<file path="config.mk">
export PLATFORM = sky130hd
export DESIGN_NAME = control_unit
export DESIGN_NICKNAME = d
export VERILOG_FILES = /design/src/rtl/control_unit_pkg.sv /design/src/rtl/control_unit_pc_counter.sv /design/src/rtl/control_unit.sv
export SDC_FILE = /design/constraint.sdc
export NUM_CORES = 1
export LEC_CHECK = 0
export CAP_MARGIN = 20
export CORE_MARGIN = 5
export CORE_UTILIZATION = 33
export CTS_CLUSTER_DIAMETER = 30
export CTS_CLUSTER_SIZE = 30
export DETAILED_ROUTE_END_ITERATION = 10
export SLEW_MARGIN = 20
export SYNTH_ARGS = -nofsm -noshare
export SYNTH_HDL_FRONTEND = slang
export SYNTH_SLANG_ARGS = --single-unit
</file>
<file path="constraint.sdc">
create_clock -name Clk -period 2.7 [get_ports Clk]
set_clock_uncertainty 0.1 [all_clocks]
set_input_delay 0.54 -clock Clk [delete_from_list [all_inputs] [get_ports Clk]]
set_output_delay 0.54 -clock Clk [all_outputs]
set_load 0.05 [all_outputs]
</file>
<file path="src/rtl/control_unit_pkg.sv">
// -----------------------------------------------------------------------------
// control_unit_pkg
// Shared constants and types for the simple microprocessor sequencer:
// instruction/opcode/address widths, opcode encodings and FSM state encodings.
// -----------------------------------------------------------------------------
package control_unit_pkg;

    localparam int INST_WIDTH   = 21;  // opcode occupies bits [20:18]
    localparam int OPCODE_WIDTH = 3;
    localparam int ADDR_WIDTH   = 6;   // 64 instruction words

    typedef enum logic [OPCODE_WIDTH-1:0] {
        OP_NOP  = 3'b000,
        OP_ADD  = 3'b001,
        OP_SUB  = 3'b010,
        OP_AND  = 3'b011,
        OP_OR   = 3'b100,
        OP_XOR  = 3'b101,
        OP_MOV  = 3'b110,  // passes Source_Reg1
        OP_HALT = 3'b111
    } opcode_e;

    typedef enum logic [2:0] {
        ST_IDLE      = 3'd0,
        ST_FETCH     = 3'd1,
        ST_LOAD      = 3'd2,
        ST_DECODE    = 3'd3,
        ST_EXECUTE   = 3'd4,
        ST_WRITEBACK = 3'd5,
        ST_HALT      = 3'd6
    } state_e;

endpackage

</file>
<file path="src/rtl/control_unit_pc_counter.sv">
// -----------------------------------------------------------------------------
// pc_counter
// Program counter: wrapping up-counter with increment enable.
// Ports:
//   clk   - rising-edge clock
//   rst_n - asynchronous active-low reset (count -> 0)
//   inc   - advance by one on the next rising edge, wrapping 2^WIDTH-1 -> 0
//   count - current value
// -----------------------------------------------------------------------------
module pc_counter #(
    parameter int WIDTH = 6
) (
    input  logic             clk,
    input  logic             rst_n,
    input  logic             inc,
    output logic [WIDTH-1:0] count
);

    // NOTE: sequential state uses non-blocking assignments so every flop
    // samples pre-edge values regardless of block evaluation order.
    always_ff @(posedge clk or negedge rst_n) begin
        if (!rst_n) begin
            count <= '0;
        end else if (inc) begin
            count <= count + 1'b1;  // natural wrap at the counter width
        end
    end

endmodule

</file>
<file path="src/rtl/control_unit.sv">
// -----------------------------------------------------------------------------
// control_unit
// Multi-cycle sequencer: FETCH -> LOAD -> DECODE -> [EXECUTE] -> WRITEBACK,
// stopping in HALT. Owns the PC, drives the RAM read request, the instruction
// register load strobe, register-file read/write strobes and the ALU function.
// All outputs are registered and track the state they belong to.
//
// Optional feature (macro CU_SINGLE_STEP_EN): adds the Step input; WRITEBACK
// only exits to FETCH on a cycle with Step=1. Without the macro the sequencer
// free-runs.
//
// Ports:
//   Clk, Reset_n    - clock, asynchronous active-low reset
//   Start           - leaves IDLE
//   Ram_Inst_Valid  - RAM word valid (sampled in FETCH only)
//   Opcode          - opcode from the instruction register (sampled in DECODE)
//   Step            - single-step advance (CU_SINGLE_STEP_EN only)
//   PC              - instruction address to RAM
//   Ram_Read        - instruction read request (FETCH)
//   IR_Load         - instruction register capture strobe (LOAD)
//   Reg_Read        - register-file read strobe (EXECUTE)
//   ALU_Op          - ALU function (EXECUTE, held through WRITEBACK)
//   Reg_Write       - register-file write strobe (first WRITEBACK cycle)
//   Halted          - processor stopped
// -----------------------------------------------------------------------------
module control_unit
    import control_unit_pkg::*;
(
    input  logic                    Clk,
    input  logic                    Reset_n,
    input  logic                    Start,
    input  logic                    Ram_Inst_Valid,
    input  logic [OPCODE_WIDTH-1:0] Opcode,
`ifdef CU_SINGLE_STEP_EN
    input  logic                    Step,
`endif
    output logic [ADDR_WIDTH-1:0]   PC,
    output logic                    Ram_Read,
    output logic                    IR_Load,
    output logic                    Reg_Read,
    output logic [2:0]              ALU_Op,
    output logic                    Reg_Write,
    output logic                    Halted
);

    state_e  state;
    opcode_e op_q;        // opcode latched in DECODE
    logic    wb_advance;  // WRITEBACK may leave this cycle
    logic    pc_inc;

`ifdef CU_SINGLE_STEP_EN
    assign wb_advance = Step;
`else
    assign wb_advance = 1'b1;
`endif

    // PC moves only when WRITEBACK is actually left, so it stays stable
    // for the whole instruction.
    assign pc_inc = (state == ST_WRITEBACK) && wb_advance;

    pc_counter #(
        .WIDTH (ADDR_WIDTH)
    ) u_pc_counter (
        .clk   (Clk),
        .rst_n (Reset_n),
        .inc   (pc_inc),
        .count (PC)
    );

    // Outputs are assigned together with the state transition that enters
    // the state they belong to, so they are registered yet exactly Moore.
    // NOTE: every flop here, outputs included, is cleared by the async reset so
    // an instruction in flight is aborted immediately with no stray strobe.
    always_ff @(posedge Clk or negedge Reset_n) begin
        if (!Reset_n) begin
            state     <= ST_IDLE;
            op_q      <= OP_NOP;
            Ram_Read  <= 1'b0;
            IR_Load   <= 1'b0;
            Reg_Read  <= 1'b0;
            ALU_Op    <= OP_NOP;
            Reg_Write <= 1'b0;
            Halted    <= 1'b0;
        end else begin
            case (state)
                ST_IDLE: begin
                    if (Start) begin
                        state    <= ST_FETCH;
                        Ram_Read <= 1'b1;
                    end
                end
                ST_FETCH: begin
                    if (Ram_Inst_Valid) begin
                        state    <= ST_LOAD;
                        Ram_Read <= 1'b0;
                        IR_Load  <= 1'b1;
                    end
                end
                ST_LOAD: begin
                    state   <= ST_DECODE;
                    IR_Load <= 1'b0;
                end
                ST_DECODE: begin
                    if (Opcode == OP_HALT) begin
                        state  <= ST_HALT;
                        Halted <= 1'b1;
                    end else begin
                        // NOP is latched too so WRITEBACK knows not to write.
                        op_q   <= opcode_e'(Opcode);
                        ALU_Op <= Opcode;
                        if (Opcode == OP_NOP) begin
                            state <= ST_WRITEBACK;
                        end else begin
                            state    <= ST_EXECUTE;
                            Reg_Read <= 1'b1;
                        end
                    end
                end
                ST_EXECUTE: begin
                    state     <= ST_WRITEBACK;
                    Reg_Read  <= 1'b0;
                    Reg_Write <= (op_q != OP_NOP);
                end
                ST_WRITEBACK: begin
                    // Write lasts one cycle even if single-step holds us here.
                    Reg_Write <= 1'b0;
                    if (wb_advance) begin
                        state    <= ST_FETCH;
                        ALU_Op   <= OP_NOP;
                        Ram_Read <= 1'b1;
                    end
                end
                ST_HALT: begin
                    state <= ST_HALT;  // only reset leaves
                end
                default: begin
                    state     <= ST_IDLE;
                    Ram_Read  <= 1'b0;
                    IR_Load   <= 1'b0;
                    Reg_Read  <= 1'b0;
                    ALU_Op    <= OP_NOP;
                    Reg_Write <= 1'b0;
                    Halted    <= 1'b0;
                end
            endcase
        end
    end

endmodule

</file>
# == Word-level counts from Yosys, hierarchy flattened ==
# Cells that the tools add are included.
# word_totals
regBits,20
inputBits,7
out_inout_bits,14
wordCells,62
# classes
addsub,1
n_eq_ne,12
n_mux,18
n_bitwise,6
reduce_logical,16
# op_table
op,n
$pmux 3 s7,1
$reduce_or 5->1,4
$eq 3x3->1 const B,4
$ne 2x2->1 const B,5
$reduce_and 2->1,5
$mux 3,3
$pmux 1 s2,4
$mux 1,7
$add 6x1->6 const B,1
$eq 3x2->1 const B,2
$logic_not 3->1,2
$not 1->1,6
$pmux 3 s2,1
$reduce_and 3->1,2
$reduce_or 6->1,1
$pmux 1 s4,1
$reduce_or 4->1,1
$eq 3x1->1 const B,1
$reduce_bool 3->1,1
$mux 2,1

# == Logic depth before layout (Yosys ltp) ==
# depth
ltp_word,4
depth_mapped,5

# == By module ==
# Synthesis repeated with hierarchy kept, for this count alone.
# unflattened
cells_unflattened,106
area_unflattened_um2,1072.3
# modules_own_cells
mod,n_inst,cells_each,area_each_um2
control_unit,1,88,822.0
pc_counter,1,18,250.2

# == Least setup slack after synthesis ==
# Ideal clock, no wire load.
# synth_timing
path_kind,input-to-reg
from,input port Opcode[0]
to,register Reg_Read
setup_ns,0.126
t_arrival_ns,1.484
path_slack_ns,0.990
cell_stages,3
path_cell_list,or3_1 > or3_1 > a221o_1
# synth_via
elab_chain_cells,3
word_cells_on_any_way,5
# synth_rtl
element,line,rtl
start: declaration,control_unit.sv:33,"input logic [OPCODE_WIDTH-1:0] Opcode,"
$eq 3x3->1 / $logic_not 3->1 (equally long branches),"control_unit.sv:104, control_unit.sv:111",
$ne 2x2->1 (no line),n/a,
$reduce_and 3->1 (no line) *,n/a,
end signal: assignment,control_unit.sv:115,Reg_Read <= 1'b1;
end signal: assignment,control_unit.sv:121,Reg_Read <= 1'b0;
end signal: assignment,control_unit.sv:140,Reg_Read <= 1'b0;
end: declaration,control_unit.sv:40,"output logic Reg_Read,"
# Every way passes the cells marked *; elsewhere a longest branch is shown, timed or not.
# A chain may end at the register's enable or synchronous reset.

# == Final worst setup path ==
# layout_timing
from,register u_pc_counter.count[3]
to,output port PC[3]
# layout_rtl
element,line,rtl
start: declaration,control_unit_pc_counter.sv:16,output logic [WIDTH-1:0] count
start signal: assignment,control_unit_pc_counter.sv:25,count <= count + 1'b1;
end: declaration,control_unit.sv:37,"output logic [ADDR_WIDTH-1:0] PC,"
# No word-level cell between the ends.

==> results.tsv <==
stage	metric	value	unit
sta	worst_slack	521.8	ps
placed_design	place_ws	461.3	ps
setup_path	arrival	1540	ps
sta	worstMarginPinSlew	570.5	ps
setup_path	cpPeakStageDelay	830	ps
status	status	finished clean	
cts	cts_made_buffers	3	
global_route	grt_usage	0.09774	
logic_synthesis	async_flop_share	1.000	
cts	postCtsHoldBufs	0	
setup_path	cpMaxStageDelayCell	clkdlybuf4s50_1	
setup_path	critPathLaunch	u_pc_counter.count[3]	
global_route	grt_antenna_before_repair	0	
final_layout	fillers	257	
global_route	grt_pass1_wl	3256	µm
logic_synthesis	synthSimpleGateAreaFrac	0.1591	
logic_synthesis	ys_seq_elements	20	
setup_path	path_class	register to output port	
setup_path	reg2reg_depth	3	
die	die_height	63.26	µm
route	vias_per_cell	5.273	
sta	relSlewSlack	0.6197	
setup_path	cp.depth	1	
cts	cts.sinks	20	
logic_synthesis	synthCells	81	
sta	fin_crit	2178	ps
final_layout	antenna_cells	0	
setup_path	cp_max_fo	4	
final_layout	final_cell_area	1195	µm²
logic_synthesis	synthFlopType	dfrtp_1	
setup_path	r2r-start	state[1]	
power	p_per_area	1259	nW/µm²
die	die_area	4001	µm²
route	vias	696	
die	coreArea	2734	µm²
cts	clockBufferDepth	2	
sta	setup_viol	0	
die	die_w	63.26	µm
die	initial_core_util	0.3423	
die	ioPinCount	21	
cts	cts-resized-gates	0	
route	wirelength	1789	µm
global_route	grt_pass1_vias	715	
cts	clkTransAtPathRegs	100	ps
global_route	grt_max_degree	21	
setup_path	worstSetupEndpoint	PC[3]	
logic_synthesis	avgSynthCellArea	11.55	µm²
setup_path	cp_cell_sequence	clkdlybuf4s50_1	
global_route	overflow	0	
logic_synthesis	synth-adder-area-share	0.01337	
worst_hold_path	min_path_type	register to register	
logic_synthesis	synth_edf_count	0	
power	vdd_ir_drop_max	0.6265	mV
logic_synthesis	synth-seq-area-share	0.5348	
setup_path	cp_data_required_time	2060	ps
route	drtIter0Drc	13	
sta	hold_violations	0	
sta	max_freq	459.1	MHz
cts	insertion_delay	290	ps
sta	fin_setup_tns	0	ps
cts	htree_levels	1	
sta	rsz0062_at_grt	no	
cts	root_buffer	clkbuf_4	
logic_synthesis	syn-cell-area	935.9	µm²
cts	cts_setup_buffers	0	
setup_path	start_kind	register	
placed_design	dpl_cell_area	1159	µm²
route	drtAntennaViolNets	0	
setup_path	timing.rr.end	op_q[2]	
route	drt_pass1_iterations	4	
placed_design	hpwl	1297	µm
logic_synthesis	synth_warnings	0	
placed_design	place.gp.congestion	0.7885	
placed_design	io_buffers	20	
setup_path	ff2ff_setup_slack	980	ps
final_layout	syn2layout_area_growth	27.67	%
sta	finalCritPeriodShare	0.8067	
logic_synthesis	synth_top_family_by_area	compound AO/OA/AOI/OAI gates	
flow_run	maxCapViolCount	0	
power	p_leak	0.4964	nW
route	remaining_drc_errors	0	
logic_synthesis	synth_mux_area_frac	0.04813	
setup_path	worst_setup_path_end_kind	output port	
final_layout	fin_nets	110	
setup_path	cp_top_family	buffers and inverters	
logic_synthesis	yosysUniqueCellTypes	40	
setup_path	path_buf_inv	1	
final_layout	drive_above_1_share	0.1287	
die	std_cell_rows	19	
logic_synthesis	synth_nets	89	
logic_synthesis	synth_compound_area_frac	0.1644	
sta	drv_slew	0	
route	wire_per_inst	13.55	µm
logic_synthesis	synth_xor_area_frac	0.04679	
cts	cts_tree	done	
==> area by class of cell <==
class / count / area [µm²] / share of cell area
Sequential cell: 20 / 500.5 / 0.4188
Multi-Input combinational cell: 54 / 404.1 / 0.3382
Timing Repair Buffer: 21 / 207.7 / 0.1738
Tap cell: 31 / 38.79 / 0.03246
Clock buffer: 4 / 36.28 / 0.03037
Inverter: 2 / 7.507 / 0.006283
==> cells in the mapped netlist (2+ instances only) <==
cell | count | area share
xnor2_1 | 4 | 0.037
nand4_1 | 2 | 0.013
inv_1 | 2 | 0.0080
or3_1 | 2 | 0.013
nor2_1 | 2 | 0.0080
a31oi_1 | 2 | 0.013
o21a_1 | 2 | 0.016
a22o_1 | 2 | 0.019
mux2_2 | 2 | 0.024
dfrtp_1 | 20 | 0.53
nand2_1 | 5 | 0.020
o311ai_0 | 2 | 0.019
a21oi_1 | 2 | 0.011
clkbuf_1 | 3 | 0.012
nand2b_1 | 3 | 0.020
mux2_1 | 2 | 0.024
==> how the worst min path moves through the flow <==
stage | depth (start not counted) | endpoint | slack (ps) | start
2_1_floorplan | 0 | ALU_Op[0] | 140 | Reset_n
3_3_place_gp | 1 | u_pc_counter.count[5] | 360 | u_pc_counter.count[5]
3_5_place_dp | 1 | u_pc_counter.count[5] | 360 | u_pc_counter.count[5]
4_1_cts | 1 | u_pc_counter.count[5] | 380 | u_pc_counter.count[5]
5_1_grt | 1 | u_pc_counter.count[5] | 390 | u_pc_counter.count[5]
6_report | 1 | u_pc_counter.count[5] | 370 | u_pc_counter.count[5]
==> power breakdown <==
| part | total (mW) | leakage [nW] | switching [mW] | internal [mW] |
|---|---|---|---|---|
| Combinational | 0.752 | 0.229 | 0.441 | 0.311 |
| Clock | 0.171 | 0.0210 | 0.0890 | 0.0820 |
| Sequential | 0.581 | 0.247 | 0.159 | 0.423 |
==> through the flow <==
step,util,hold slack [ps],power [mW],cells
CTS,0.4371,383.9,1.523,132
floorplan,-,144.4,1.112,81
global route,0.4371,392.0,1.611,132
detailed placement,0.4238,364.2,1.349,128
global placement,0.4238,364.8,1.345,128
finish,0.4371,374.7,1.505,132
==> placed cells by master, fill, tap and decap left out, types with 2 or more instances in the layout <==
master            n
dfrtp_1          20
mux2_1            2
nand2_1           5
nor2_1            2
inv_1             2
o21a_1            2
clkdlybuf4s50_1  20
or3_1             2
a31oi_1           2
nand4_1           2
nand2b_1          3
clkbuf_4          3
mux2_2            2
o311ai_0          2
a22o_1            2
a21oi_1           2
xnor2_1           4
==> flip-flops by register name (all words and copies together), names as in the netlist <==
register / count
ALU_Op: 3
state: 3
Ram_Read: 1
Halted: 1
Reg_Write: 1
Reg_Read: 1
u_pc_counter.count: 6
IR_Load: 1
op_q: 3
==> logic make-up after synthesis <==
kind of cell | after synthesis
DFF | 20
buffers and inverters | 7
adders and majority gates | 1
xor gates and xnor gates | 5
muxes | 4
AOI/OAI and AO/OA | 20
and+or+nand+nor | 24
==> per-layer routing <==
metal | part of all wire | wire (µm) | vias up | global-route usage
met5 | 0 | 0 | - | 0
met4 | 0.0089 | 16 | 0 | 0.04675
met3 | 0.037 | 66 | 2 | 0.02131
met2 | 0.48 | 866 | 15 | 0.1500
met1 | 0.47 | 839 | 342 | 0.1299
li1 | - | - | 337 | -
Note: power is estimated with default switching activity, not from simulation.
